[src/rtl/fp_mx_quantizer_pkg.sv]
// Shared types and constants for the MX output quantizer (FP32-style accumulator -> MXFP8 E4M3 + E8M0).
package mx_pkg;

    localparam int E4M3_EMAX = 8;
    localparam int E4M3_BIAS = 7;
    localparam logic [6:0] E4M3_MAXNORM = 7'h7E;
    localparam int FP32_BIAS = 127;
    localparam int FP_MANT_W = 23;

    typedef struct packed {
        logic                 sign;
        logic [7:0]           exp;
        logic [FP_MANT_W-1:0] mant;
    } fp_elem_t;

    typedef enum logic {
        COLLECT,
        EMIT
    } quant_state_e;

    // Shared scale puts the block maximum at the top E4M3 binade (2^8).
    function automatic logic [7:0] mx_scale_from_exp(input logic [7:0] max_exp);
        return (max_exp >= 8'(E4M3_EMAX)) ? max_exp - 8'(E4M3_EMAX) : 8'h00;
    endfunction

endpackage

[src/rtl/fp_mx_quantizer_if.sv]
// Element-in / element-out stream bundle of the MX quantizer; slave is the quantizer side.
interface fp_mx_quantizer_if #(
    parameter int M_IN_WIDTH = 23
);
    logic                  in_valid_i;
    logic                  in_ready_o;
    logic                  in_sign_i;
    logic [7:0]            in_exp_i;
    logic [M_IN_WIDTH-1:0] in_mant_i;
    logic                  out_valid_o;
    logic                  out_ready_i;
    logic [7:0]            out_elem_o;
    logic [7:0]            out_scale_o;
    logic                  out_last_o;

    modport master (
        output in_valid_i, in_sign_i, in_exp_i, in_mant_i, out_ready_i,
        input  in_ready_o, out_valid_o, out_elem_o, out_scale_o, out_last_o
    );

    modport slave (
        input  in_valid_i, in_sign_i, in_exp_i, in_mant_i, out_ready_i,
        output in_ready_o, out_valid_o, out_elem_o, out_scale_o, out_last_o
    );
endinterface

[src/rtl/fp_mx_quantizer_e4m3_quant.sv]
// Combinational FP32-style element + E8M0 scale -> E4M3 code (subnormals, saturation to +-448).
// MX_QUANT_RNE_EN selects round-to-nearest-even; otherwise dropped bits are truncated.
module mx_e4m3_quant
    import mx_pkg::*;
(
    input  fp_elem_t   elem,
    input  logic [7:0] scale,
    output logic [7:0] code
);

`ifdef MX_QUANT_RNE_EN
    localparam bit ROUND_NEAREST_EVEN = 1'b1;
`else
    localparam bit ROUND_NEAREST_EVEN = 1'b0;
`endif

    logic signed [9:0] e_out;
    logic              normal;
    logic              flush;
    logic [2:0]        shamt;
    logic [46:0]       shifted;
    logic [2:0]        mant3;
    logic              guard;
    logic              sticky;
    logic              round_up;
    logic [3:0]        exp_field;
    logic [7:0]        sum;

    // Subnormals reuse the normal datapath: the significand (hidden 1 at bit 46)
    // is shifted right so the first three fraction positions always hold the result.
    // A rounding carry out of mant3 naturally ripples into the exponent field.
    always_comb begin
        e_out     = $signed({2'b00, elem.exp}) - $signed({2'b00, scale}) + 10'(E4M3_BIAS);
        normal    = (e_out > 10'sd0);
        flush     = (e_out < -10'sd3);
        shamt     = normal ? 3'd0 : 3'(10'sd1 - e_out);
        shifted   = {1'b1, elem.mant, 23'b0} >> shamt;
        mant3     = shifted[45:43];
        guard     = shifted[42];
        sticky    = |shifted[41:0];
        round_up  = ROUND_NEAREST_EVEN && guard && (sticky || mant3[0]);
        exp_field = shifted[46] ? e_out[3:0] : 4'd0;
        sum       = {1'b0, exp_field, mant3} + {7'b0, round_up};

        code = {elem.sign, 7'h00};
        if (elem.exp == 8'h00 || flush) begin
            code = {elem.sign, 7'h00};
        end else if (e_out > 10'sd15 || sum > {1'b0, E4M3_MAXNORM}) begin
            code = {elem.sign, E4M3_MAXNORM};
        end else begin
            code = {elem.sign, sum[6:0]};
        end
    end

endmodule

[src/rtl/fp_mx_quantizer.sv]
// MX block quantizer: buffers BLOCK_SIZE FP32-style elements, derives the E8M0 scale, streams E4M3 out.
// Rounding mode is selected by MX_QUANT_RNE_EN (see mx_e4m3_quant).
module fp_mx_quantizer
    import mx_pkg::*;
#(
    parameter int BLOCK_SIZE = 32,
    parameter int M_IN_WIDTH = 23
) (
    input logic                clk_i,
    input logic                rst_ni,
    fp_mx_quantizer_if.slave   bus
);

    localparam int IDX_W = $clog2(BLOCK_SIZE);
    localparam logic [IDX_W-1:0] LAST_IDX = IDX_W'(BLOCK_SIZE - 1);

    quant_state_e          state;
    quant_state_e          state_next;
    logic [IDX_W-1:0]      wr_idx;
    logic [IDX_W-1:0]      rd_idx;
    logic [7:0]            max_exp;
    logic [7:0]            max_exp_merged;
    logic [7:0]            scale_q;
    fp_elem_t              buffer [BLOCK_SIZE];
    fp_elem_t              in_elem;
    fp_elem_t              rd_elem;
    logic [FP_MANT_W-1:0]  in_mant_ext;
    logic [7:0]            quant_code;
    logic                  in_fire;
    logic                  out_fire;
    logic                  wr_last;
    logic                  rd_last;

    // Narrower input fractions are left-aligned so the binary point stays put.
    generate
        if (M_IN_WIDTH == FP_MANT_W) begin : g_mant_exact
            assign in_mant_ext = bus.in_mant_i;
        end else begin : g_mant_pad
            assign in_mant_ext = {bus.in_mant_i, {(FP_MANT_W - M_IN_WIDTH){1'b0}}};
        end
    endgenerate

    assign in_elem        = {bus.in_sign_i, bus.in_exp_i, in_mant_ext};
    assign in_fire        = (state == COLLECT) && bus.in_valid_i;
    assign out_fire       = (state == EMIT) && bus.out_ready_i;
    assign wr_last        = (wr_idx == LAST_IDX);
    assign rd_last        = (rd_idx == LAST_IDX);
    assign max_exp_merged = (bus.in_exp_i > max_exp) ? bus.in_exp_i : max_exp;
    assign rd_elem        = buffer[rd_idx];

    mx_e4m3_quant u_quant (
        .elem  (rd_elem),
        .scale (scale_q),
        .code  (quant_code)
    );

    always_ff @(posedge clk_i or negedge rst_ni) begin
        if (!rst_ni) begin
            state   <= COLLECT;
            wr_idx  <= '0;
            rd_idx  <= '0;
            max_exp <= 8'h00;
            scale_q <= 8'h00;
            for (int i = 0; i < BLOCK_SIZE; i++) begin
                buffer[i] <= '0;
            end
        end else begin
            state <= state_next;
            if (in_fire) begin
                buffer[wr_idx] <= in_elem;
                max_exp        <= max_exp_merged;
                if (wr_last) begin
                    wr_idx  <= '0;
                    scale_q <= mx_scale_from_exp(max_exp_merged);
                end else begin
                    wr_idx <= wr_idx + IDX_W'(1);
                end
            end
            if (out_fire) begin
                if (rd_last) begin
                    rd_idx  <= '0;
                    max_exp <= 8'h00;
                end else begin
                    rd_idx <= rd_idx + IDX_W'(1);
                end
            end
        end
    end

    // Single buffer: collection and emission never overlap, so ready/valid are pure state decodes.
    always_comb begin
        state_next       = state;
        bus.in_ready_o   = 1'b0;
        bus.out_valid_o  = 1'b0;
        bus.out_elem_o   = 8'h00;
        bus.out_scale_o  = 8'h00;
        bus.out_last_o   = 1'b0;
        unique case (state)
            COLLECT: begin
                bus.in_ready_o = 1'b1;
                if (in_fire && wr_last) begin
                    state_next = EMIT;
                end
            end
            EMIT: begin
                bus.out_valid_o = 1'b1;
                bus.out_elem_o  = quant_code;
                bus.out_scale_o = scale_q;
                bus.out_last_o  = rd_last;
                if (out_fire && rd_last) begin
                    state_next = COLLECT;
                end
            end
            default: state_next = COLLECT;
        endcase
    end

endmodule

[src/flat_wrapper.sv]
// flat-port wrapper written by rule: the top's interface ports become plain ports
module fp_mx_quantizer_flat import mx_pkg::*;
#(
    parameter int BLOCK_SIZE = 32,
    parameter int M_IN_WIDTH = 23
)
  (clk_i, rst_ni, bus_in_valid_i, bus_in_sign_i, bus_in_exp_i, bus_in_mant_i, bus_out_ready_i, bus_in_ready_o, bus_out_valid_o, bus_out_elem_o, bus_out_scale_o, bus_out_last_o);
  fp_mx_quantizer_if #(.M_IN_WIDTH(M_IN_WIDTH)) bus_i ();
  input logic clk_i;
  input logic rst_ni;
  input wire logic [$bits(bus_i.in_valid_i)-1:0] bus_in_valid_i;
  input wire logic [$bits(bus_i.in_sign_i)-1:0] bus_in_sign_i;
  input wire logic [$bits(bus_i.in_exp_i)-1:0] bus_in_exp_i;
  input wire logic [$bits(bus_i.in_mant_i)-1:0] bus_in_mant_i;
  input wire logic [$bits(bus_i.out_ready_i)-1:0] bus_out_ready_i;
  output wire logic [$bits(bus_i.in_ready_o)-1:0] bus_in_ready_o;
  output wire logic [$bits(bus_i.out_valid_o)-1:0] bus_out_valid_o;
  output wire logic [$bits(bus_i.out_elem_o)-1:0] bus_out_elem_o;
  output wire logic [$bits(bus_i.out_scale_o)-1:0] bus_out_scale_o;
  output wire logic [$bits(bus_i.out_last_o)-1:0] bus_out_last_o;
  assign bus_i.in_valid_i = bus_in_valid_i;
  assign bus_i.in_sign_i = bus_in_sign_i;
  assign bus_i.in_exp_i = bus_in_exp_i;
  assign bus_i.in_mant_i = bus_in_mant_i;
  assign bus_i.out_ready_i = bus_out_ready_i;
  assign bus_in_ready_o = bus_i.in_ready_o;
  assign bus_out_valid_o = bus_i.out_valid_o;
  assign bus_out_elem_o = bus_i.out_elem_o;
  assign bus_out_scale_o = bus_i.out_scale_o;
  assign bus_out_last_o = bus_i.out_last_o;
  fp_mx_quantizer #(.BLOCK_SIZE(BLOCK_SIZE), .M_IN_WIDTH(M_IN_WIDTH)) u_core (.clk_i(clk_i), .rst_ni(rst_ni), .bus(bus_i));
endmodule
[config.mk]
export PLATFORM = sky130hd
export DESIGN_NAME = fp_mx_quantizer_flat
export DESIGN_NICKNAME = d
export VERILOG_FILES = /design/src/rtl/fp_mx_quantizer_pkg.sv /design/src/rtl/fp_mx_quantizer_if.sv /design/src/rtl/fp_mx_quantizer_e4m3_quant.sv /design/src/rtl/fp_mx_quantizer.sv /design/src/flat_wrapper.sv
export SDC_FILE = /design/constraint.sdc
export NUM_CORES = 1
export LEC_CHECK = 0
export ABC_AREA = 1
export BUFFER_PORTS_ARGS = -buffer_cell sky130_fd_sc_hd__buf_4
export CELL_PAD_IN_SITES_DETAIL_PLACEMENT = 1
export CELL_PAD_IN_SITES_GLOBAL_PLACEMENT = 1
export CORE_MARGIN = 8
export CORE_UTILIZATION = 51
export DETAILED_ROUTE_END_ITERATION = 10
export HOLD_SLACK_MARGIN = 0.02
export MAX_ROUTING_LAYER = met4
export PLACE_DENSITY_LB_ADDON = 0.1
export SLEW_MARGIN = 20
export SYNTH_ARGS = -nofsm -noshare
export SYNTH_HDL_FRONTEND = slang
export SYNTH_SLANG_ARGS = --single-unit
[constraint.sdc]
create_clock -name clk_i -period 9.9 [get_ports clk_i]
set_input_delay 1.485 -clock clk_i [delete_from_list [all_inputs] [get_ports clk_i]]
set_output_delay 1.485 -clock clk_i [all_outputs]
set_load 0.05 [all_outputs]
==> metrics.cfg, run 1 <==
[status]
outcome = finished, final reports clean

[clocking]
cts_tree = built
post_cts_resized = 0
clk_pin_slew_ns = 0.06
cts_hold_buf = 0
clock_latency_ns = 0.59
cts_sinks = 411
cts_setup_buffers = 0
cts_htree_levels = 2
clockBufferDepth = 3
cts-root-buf = clkbuf_16
numCtsBuffers = 46

[finish]
drive_above_1_share_pct = 7.37
utilization_pct = 56.8
diodes = 0
fill_cells = 4557
instances_no_fill = 2871
areaGrowthSynthToFinish_pct = 9.68
nets = 2390

[synthesis]
syn_inst = 2398
synth_edf_count = 0
synth_area_per_cell_um2 = 8.16
syn_area_um2 = 19600
dominantRegCellSynth = dfrtp_1
synth.distinct_cells = 42
ys_ff_latch = 411
ys_seq_area_share_pct = 52.6
yosys.area.top_type = dfrtp_1
netlist.area_leader.share_pct = 52.6
synth_area_leaders = dfrtp_1 (53%), o21ai_0 (14%), nand2_1 (11%)
yosysWarnings = 0
async_reset_ff_share_pct = 100
synth_fp_nets = 2463

[flow_run]
cap_violations = 0

[route]
drt_wl_total_um = 61900
routed_via_density = 5.99
drt_iter0_markers = 1359
first_pass_iters = 5
drcViolationCount = 0
wl_per_cell_um = 21.6
num_vias = 17193
ant_nets = 0

[sta]
min_period_ns = 7.84
rsz0062_at_grt = no
timing.final.crit_share_pct = 79.2
clock.fmax_mhz = 128
slew_viol_final = 0
tns_ns = 0
tightest_slew_ns = 1.08
finalHoldViolations = 0
setup_violations = 0
slew_headroom_pct = 28.1
holdWs_ns = 0.479
skew_ns = 0.0175

[min_path]
hp-start = u_core.buffer[565]$_DFFE_PN0P_
hold_end = u_core.buffer[565]$_DFFE_PN0P_
hold_path.class = register to register
holdPathStages = 2

[critical_path]
rrSetupSlack_ns = 6.55
critPathRequiredTime_ns = 8.42
critPathCaptureType = primary output
arrival_ns = 6.36
crit-reg2reg-launch = u_core.state$_DFF_PN0_
crit_type = register to primary output
r2r_end = u_core.buffer[436]$_DFFE_PN0P_
crit_fanout = 77
startpoint_type = register
worstRegToRegCells = 8

[power_and_ir_drop]
p_clk_share_pct = 22.7
seqPwrFrac_pct = 32.7
p_per_area_nw_per_um2 = 343
power.switching_mw = 3.30
switching_share_pct = 44.9
peakVddDrop_mv = 0.165
intPower_mw = 4.05
combPwrFrac_pct = 44.6
power.leakage_nw = 9.90

[floorplan]
io-pin-count = 55
die_h_um = 212
num_rows = 71
core_area_um2 = 37800
initial_core_util_pct = 51.8
die_x_um = 212
dieArea_um2 = 44900

[grt]
grt_use_total_pct = 28.9
grt_pass1_vias = 17601
overflow = 0
antenna_found_initial = 0
grt_start_max_net_pins = 129
grt_pass1_wl_um = 99300

[placed_design]
hpwlAfterDp_um = 37500
placed_cells = 2787
gp_congestion = 0.851
io_buffers = 34

==> area by class of cell <==
type	instances	area, um^2	area share, %
flip-flops and latches	411	10300	48.0
multi-input cells	1688	8140	37.9
clock buffers	69	1340	6.23
well taps	511	639	2.98
repair buffers	60	482	2.25
inverters	118	448	2.09
clock inverters	14	119	0.554
==> routing by layer <==
layer	GRT usage [%]	wire (um)	up-vias
met4	11.4	2070	0
met3	3.09	2880	120
li1	-	-	7884
met1	38.4	27400	8767
met5	-	0	-
met2	45.3	29600	422
==> power by group through the flow <==
stage | Combinational (mW) | Clock, mW | Sequential, mW
after global routing | 3.63 | 1.76 | 2.45
after CTS | 3.26 | 1.70 | 2.40
after floorplan | 2.32 | 0 | 2.27
after global placement | 3.09 | 0 | 2.39
after detailed placement | 3.23 | 0 | 2.41
final | 3.27 | 1.67 | 2.40
==> metrics by stage <==
stage | power (mW) | cell area, um^2 | setup slack (ns)
6_report | 7.35 | 21500 | 2.06
2_1_floorplan | 4.60 | 19600 | 4.12
4_1_cts | 7.36 | 21400 | 2.12
3_5_place_dp | 5.64 | 20000 | 2.78
5_1_grt | 7.83 | 21500 | 1.71
3_3_place_gp | 5.48 | 20000 | 2.94
==> cells in the mapped netlist, drive strengths merged (3+ instances only) <==
library cell  count
nand2           590
o21ai           543
dfrtp           411
nor2            231
clkbuf          160
inv             116
a21oi            71
nand3            62
o22ai            57
o221ai           32
ha               28
buf              21
o211ai           20
nand4            17
xor2              6
a22oi             5
a32o              5
o31ai             3
or2               3
==> sequential cells by signal, summed over array words and instances, names as in the netlist <==
signal          flops
u_core.rd_idx       5
u_core.wr_idx       5
u_core.buffer     384
u_core.state        1
u_core.scale_q      8
u_core.max_exp      8
==> worst max-delay path by stage <==
| stage | startpoint | endpoint | slack, ns | cells after the start |
|---|---|---|---|---|
| after floorplan | u_core.rd_idx[0]$_DFFE_PN0P_ | bus_out_elem_o[0] | 4.12 | 26 |
| after global placement | u_core.rd_idx[0]$_DFFE_PN0P_ | bus_out_elem_o[6] | 2.94 | 26 |
| after detailed placement | u_core.rd_idx[0]$_DFFE_PN0P_ | bus_out_elem_o[4] | 2.78 | 27 |
| after CTS | u_core.rd_idx[0]$_DFFE_PN0P_ | bus_out_elem_o[4] | 2.12 | 27 |
| after global routing | u_core.rd_idx[0]$_DFFE_PN0P_ | bus_out_elem_o[3] | 1.71 | 27 |
| final | u_core.rd_idx[0]$_DFFE_PN0P_ | bus_out_elem_o[4] | 2.06 | 27 |
==> critical path, cell delays in order (launching register included) <==
cell,delay (ns)
dfrtp_4,0.71
inv_6,0.54
buf_4,0.53
o21ai_0,0.14
o221ai_1,0.22
o211ai_1,0.20
nand3_1,0.13
o21ai_0,0.18
ha_1,0.32
fa_1,0.58
ha_1,0.28
nand2_1,0.08
nand3_2,0.10
nor2_2,0.15
nand3_1,0.11
nand2_1,0.09
nand2_1,0.09
nor2_4,0.10
nand3_2,0.09
nand2_4,0.13
nand2_4,0.08
nand2_1,0.08
nand3_1,0.15
nand3_4,0.15
nand3_1,0.08
nand2_1,0.08
inv_1,0.04
buf_4,0.18
==> cell families (layout without fill, tap and decap cells) <==
family / count (synthesis) / in the layout / share of synthesized area [%]
adder cells (fa/ha/maj): 29 / 29 / 1.89
XOR/XNOR: 6 / 6 / 0.269
flip-flops: 411 / 411 / 52.6
buffers and inverters: 299 / 261 / 5.84
AO/OA/AOI/OAI: 743 / 743 / 20.6
AND/OR/NAND/NOR: 910 / 910 / 18.8
==> layout by cell type, fill, tap and decap left out, drive strengths merged <==
cell      instances
clkinvlp          2
o211ai           20
o22ai            57
clkinv           12
nor3              2
clkbuf           69
o21bai            1
inv             117
nand2           590
a31oi             2
nand3b            1
nor4              2
dfrtp           411
nor2            231
a22oi             5
a32o              5
bufinv            1
o21ai           543
nand3            62
a41oi             1
fa                1
ha               28
nand4            17
o21a              1
and2              2
xor2              6
o311ai            1
a221oi            1
o31ai             3
buf              60
o221ai           32
a21oi            71
or2               3
Note: power is estimated with default switching activity, not from simulation.
==> run 2: changes to the inputs <==
--- a/config.mk
+++ b/config.mk
@@ -10,7 +10,7 @@
 export CELL_PAD_IN_SITES_DETAIL_PLACEMENT = 1
 export CELL_PAD_IN_SITES_GLOBAL_PLACEMENT = 1
 export CORE_MARGIN = 8
-export CORE_UTILIZATION = 51
+export CORE_UTILIZATION = 43
 export DETAILED_ROUTE_END_ITERATION = 10
 export HOLD_SLACK_MARGIN = 0.02
 export MAX_ROUTING_LAYER = met4
==> constraint.sdc (replaced) <==
create_clock -name clk_i -period 6.5 [get_ports clk_i]
set_input_delay 0.975 -clock clk_i [delete_from_list [all_inputs] [get_ports clk_i]]
set_output_delay 0.975 -clock clk_i [all_outputs]
set_load 0.05 [all_outputs]
==> run 2 against run 1 <==
Combinational power grew 62%. Critical path depth grew 1. Wire length grew 1.4%. Global-route usage shrank 4.7 points. Sequential power grew 49%. Setup slack lost 1.8 ns. Largest cell class unchanged. Largest power group unchanged. Highest routed layer unchanged.
==> metrics.cfg, run 2 (synthesis gave the netlist of run 1 again) <==
[route]
routed_via_density = 5.59
num_vias = 16748
drcViolationCount = 0
ant_nets = 0
drt_wl_total_um = 62700
first_pass_iters = 5
wl_met1_um = 30200
wl_per_cell_um = 20.9
wl_met3_um = 2070
top_layer_used = met4
drt_iter0_markers = 1267
dr_wl_met2_um = 29100

[floorplan]
die_h_um = 229
die_x_um = 229
num_rows = 78
initial_core_util_pct = 43.3
io-pin-count = 55
core_area_um2 = 45200
dieArea_um2 = 52600

[critical_path]
startpoint_type = register
worstRegToRegCells = 7
arrival_ns = 5.23
cpPeakStageDelay_ns = 0.58
critPathRequiredTime_ns = 5.52
critPathCaptureType = primary output
crit_slowest_cell = dfrtp_4
crit_fanout = 39
path_common_cell = nand2_1
crit_type = register to primary output

[clocking]
cts_tree = built
cts-root-buf = clkbuf_16
cts_htree_levels = 2
cts_sinks = 411
clock_latency_ns = 0.59
numCtsBuffers = 47
clockBufferDepth = 3
clk_pin_slew_ns = 0.06

[finish]
final_area_um2 = 22000
final_cell_mix = nand2_1 (575), o21ai_0 (536), dfrtp_1 (409)
multi_input_area_um2 = 8180
fill_cells = 5409
diodes = 0
areaGrowthSynthToFinish_pct = 12.3
nets = 2423
final_common_cell = nand2_1
seq_area_um2 = 10300
largest_register_ffs = 384
top_register = u_core.buffer
reg_top3 = u_core.buffer (384), u_core.max_exp (8), u_core.scale_q (8)
drive_above_1_share_pct = 8.68

[sta]
setup_violations = 0
slew_viol_final = 0
clock.fmax_mhz = 161
timing.final.crit_share_pct = 95.4
finalHoldViolations = 0
min_period_ns = 6.20
tightest_slew_ns = 1.03
skew_ns = 0.0263
slew_headroom_pct = 31.0

[placed_design]
hpwlAfterDp_um = 39000
placed_area_um2 = 20300
io_buffers = 34
gp_congestion = 0.846

[power_and_ir_drop]
peakVddDrop_mv = 0.274
p_per_area_nw_per_um2 = 520
power_mw = 11.4
power.leakage_nw = 10.1

[grt]
antenna_found_initial = 0
overflow = 0
grt_pass1_wl_um = 99700
grt_use_total_pct = 24.2
grt_pass1_vias = 17154
grt_start_max_net_pins = 144

[status]
outcome = finished, final reports clean

[min_path]
hold_path.class = input port to async pin

[flow_run]
cap_violations = 0

## run 2: metrics by stage
step	util [%]	instances	TNS, ns	hold slack, ns	worst slack [ns]
after floorplan	-	2398	0	0.445	1.23
after global placement	45.0	2901	0	0.460	0.645
after detailed placement	45.0	2901	0	0.468	0.482
after CTS	48.3	2990	0	0.429	0.0216
after global routing	48.6	2995	-0.0281	0.443	-0.0169
final	48.6	2995	0	0.386	0.299
## run 2: per-layer routing
metal / up-vias / GRT usage (%)
met4: 0 / 6.28
met2: 245 / 37.9
met1: 8489 / 33.3
li1: 7940 / -
met3: 74 / 3.03
met5: - / -
## run 2: layout make-up
class | count | area share, %
clock buffers | 77 | 6.37
clock inverters | 9 | 0.268
inverters | 118 | 2.08
multi-input cells | 1688 | 37.2
flip-flops and latches | 411 | 46.9
well taps | 600 | 3.42
repair buffers | 91 | 3.72
repair inverters | 1 | 0.0399
## run 2: worst paths after layout
check | start | endpoint | slack (ns)
worst max-delay path | u_core.rd_idx[0]$_DFFE_PN0P_ | bus_out_elem_o[3] | 0.30
worst min-delay path | rst_ni | u_core.buffer[952]$_DFFE_PN0P_ | 0.39
worst max register to register | u_core.state$_DFF_PN0_ | u_core.buffer[830]$_DFFE_PN0P_ | 3.12
worst min register to register | u_core.buffer[349]$_DFFE_PN0P_ | u_core.buffer[349]$_DFFE_PN0P_ | 0.48
max in group asynchronous | rst_ni | u_core.rd_idx[1]$_DFFE_PN0P_ | 4.76
min in group clk_i | u_core.buffer[349]$_DFFE_PN0P_ | u_core.buffer[349]$_DFFE_PN0P_ | 0.48
## run 2: what timing repair did
| item | 4_1_cts | 5_1_grt |
|---|---|---|
| hold buffers | 0 | 0 |
| pin swaps | 0 | 4 |
| setup buffers | 3 | 3 |
| gates resized for setup | 3 | 21 |
| gates cloned | 0 | 2 |
| endpoints found under the setup margin | 7 | 7 |
## run 2: power by group
part	internal, mW	leakage, nW	switching [mW]
sequential	3.18	5.52	0.387
combinational	1.71	3.88	3.60
clock	1.47	0.714	1.07
## run 2: worst max-delay path, delay by kind of cell, from the launching register on
family                   cells  cell delay [ns]
AO/OA/AOI/OAI                3             0.70
AND/OR/NAND/NOR             18             1.69
buffers and inverters        4             0.63
flip-flops                   1             0.58
adder cells (fa/ha/maj)      3             1.04
==> run 3: changes to the inputs <==
--- a/config.mk
+++ b/config.mk
@@ -15,7 +15,7 @@
 export HOLD_SLACK_MARGIN = 0.02
 export MAX_ROUTING_LAYER = met4
 export PLACE_DENSITY_LB_ADDON = 0.1
-export SLEW_MARGIN = 20
+export RECOVER_POWER = 50
 export SYNTH_ARGS = -nofsm -noshare
 export SYNTH_HDL_FRONTEND = slang
 export SYNTH_SLANG_ARGS = --single-unit
==> run 3 against run 2 <==
The run now ends with capacitance limit, slew limit left. Wire length barely moved. Fmax up 0.13%. Flip-flop and latch count unchanged. First-iteration DRC count down 1.4%. Non-clock buffer count stayed put. Total power about the same. Final cell count about the same. Combinational power about the same. Largest power group unchanged. Highest routed layer unchanged.
==> metrics.cfg, run 3 (synthesis gave the netlist of run 1 again) <==
[finish]
drive_above_1_share_pct = 8.56
areaGrowthSynthToFinish_pct = 12.2
top_register = u_core.buffer
final_area_um2 = 21900
utilization_pct = 48.6
instances_no_fill = 2996
final_common_cell = nand2_1
reg_top3 = u_core.buffer (384), u_core.max_exp (8), u_core.scale_q (8)
nets = 2423
largest_register_ffs = 384
final_cell_mix = nand2_1 (575), o21ai_0 (536), dfrtp_1 (409)

[route]
wl_per_cell_um = 20.9
ant_nets = 0
routed_via_density = 5.59
drt_wl_total_um = 62700
first_pass_iters = 5
num_vias = 16750
drcViolationCount = 0
drt_iter0_markers = 1249

[power_and_ir_drop]
power.switching_mw = 5.06
switching_share_pct = 44.3
p_per_area_nw_per_um2 = 520
peakVddDrop_mv = 0.274
intPower_mw = 6.35
combPwrFrac_pct = 46.5
power.leakage_nw = 10.1
p_clk_share_pct = 22.2
seqPwrFrac_pct = 31.3

[critical_path]
critPathRequiredTime_ns = 5.52
critPathCaptureType = primary output
crit_slowest_cell = dfrtp_4
arrival_ns = 5.22
path_common_cell = nand2_1
crit_fanout = 39
critPathTopFamily = simple AND/OR/NAND/NOR gates
crit_type = register to primary output
startpoint_type = register
cpPeakStageDelay_ns = 0.57
critPathBufInv = 4

[sta]
finalHoldViolations = 0
clock.fmax_mhz = 161
setup_violations = 0
tns_ns = 0
timing.final.crit_share_pct = 95.3
holdWs_ns = 0.479
min_period_ns = 6.19
slew_viol_final = 96
tightest_slew_ns = 5.51
skew_ns = 0.0265
slew_headroom_pct = -267

[grt]
met1_usage_pct = 33.3
met2_usage_pct = 37.9
grt_start_max_net_pins = 144
grt_pass1_wl_um = 99700
busiest_layer = met2
antenna_found_initial = 0
met3_usage_pct = 3.03
grt_pass1_vias = 17154
overflow = 0
grt_use_total_pct = 24.2

[clocking]
clk_pin_slew_ns = 0.06
cts-root-buf = clkbuf_16
clockBufferDepth = 3
cts_hold_buf = 0
numCtsBuffers = 47
clock_latency_ns = 0.59
cts_htree_levels = 2
cts_sinks = 411
cts_tree = built

[min_path]
hold_path.class = register to register

[placed_design]
placed_cells = 2901
hpwlAfterDp_um = 39000
placed_area_um2 = 20300
io_buffers = 34
gp_congestion = 0.846

[status]
violations = capacitance limit, slew limit
outcome = complete, but fails checks

[floorplan]
die_x_um = 229
die_h_um = 229
num_rows = 78
initial_core_util_pct = 43.3
core_area_um2 = 45200
dieArea_um2 = 52600
io-pin-count = 55

[flow_run]
cap_violations = 1

-- run 3: changes by cell type in the layout (fill, tap and decap cells not counted), sizes merged --
cell and change:
clkbuf +3, buf -3, diode +1
-- run 3: worst paths after layout --
check                      depth (start not counted)                            from                              to  slack (ns)
max                                               28    u_core.rd_idx[0]$_DFFE_PN0P_               bus_out_elem_o[3]        0.31
min                                                2  u_core.buffer[575]$_DFFE_PN0P_  u_core.buffer[575]$_DFFE_PN0P_        0.48
max reg2reg                                        7          u_core.state$_DFF_PN0_  u_core.buffer[830]$_DFFE_PN0P_        3.10
min reg2reg                                        2  u_core.buffer[575]$_DFFE_PN0P_  u_core.buffer[575]$_DFFE_PN0P_        0.48
max in group asynchronous                          2                          rst_ni  u_core.buffer[793]$_DFFE_PN0P_        0.96
min in group asynchronous                          1                          rst_ni  u_core.buffer[952]$_DFFE_PN0P_        2.40
-- run 3: power groups by stage --
stage	registers [mW]	clock network (mW)	logic, mW
after detailed placement	3.61	0	5.13
final	3.57	2.53	5.31
after floorplan	3.46	0	3.54
after CTS	3.56	2.60	5.20
after global placement	3.58	0	4.99
after global routing	3.64	2.69	5.89
-- run 3: final cells by class --
type | instances | area (um^2)
multi-input combinational | 1688 | 8180
clock buffer | 77 | 1400
clock inverter | 9 | 58.8
timing repair inverter | 1 | 8.76
inverter | 118 | 458
timing repair buffer | 91 | 797
antenna | 1 | 2.50
sequential | 411 | 10300
tap | 600 | 751
fill | 5412 | 23200
-- run 3: timing repair --
| item | in CTS | in global routing |
|---|---|---|
| setup buffers | 3 | 3 |
| resized for setup | 3 | 21 |
| setup endpoints to repair | 7 | 7 |
| cloned | 0 | 2 |
| pin swaps | 0 | 4 |
-- run 3: worst register-to-register path: cells and delay by family (launching register included) --
family                 cells  cell delay [ns]
AO/OA/AOI/OAI              1             0.45
buffers and inverters      3             1.17
flip-flops                 1             0.59
AND/OR/NAND/NOR            3             1.09
-- run 3: stage by stage --
stage                     setup slack, ns  power (mW)
after floorplan                      1.23        7.00
after global placement              0.645        8.57
after detailed placement            0.482        8.74
after CTS                          0.0216        11.4
after global routing              -0.0169        12.2
final                               0.307        11.4
-- run 3: metal layers --
metal | wire length (um) | part of all wire (%)
met5 | 0 | 0
met4 | 1310 | 2.1
met3 | 1960 | 3.1
met2 | 29200 | 46
met1 | 30300 | 48
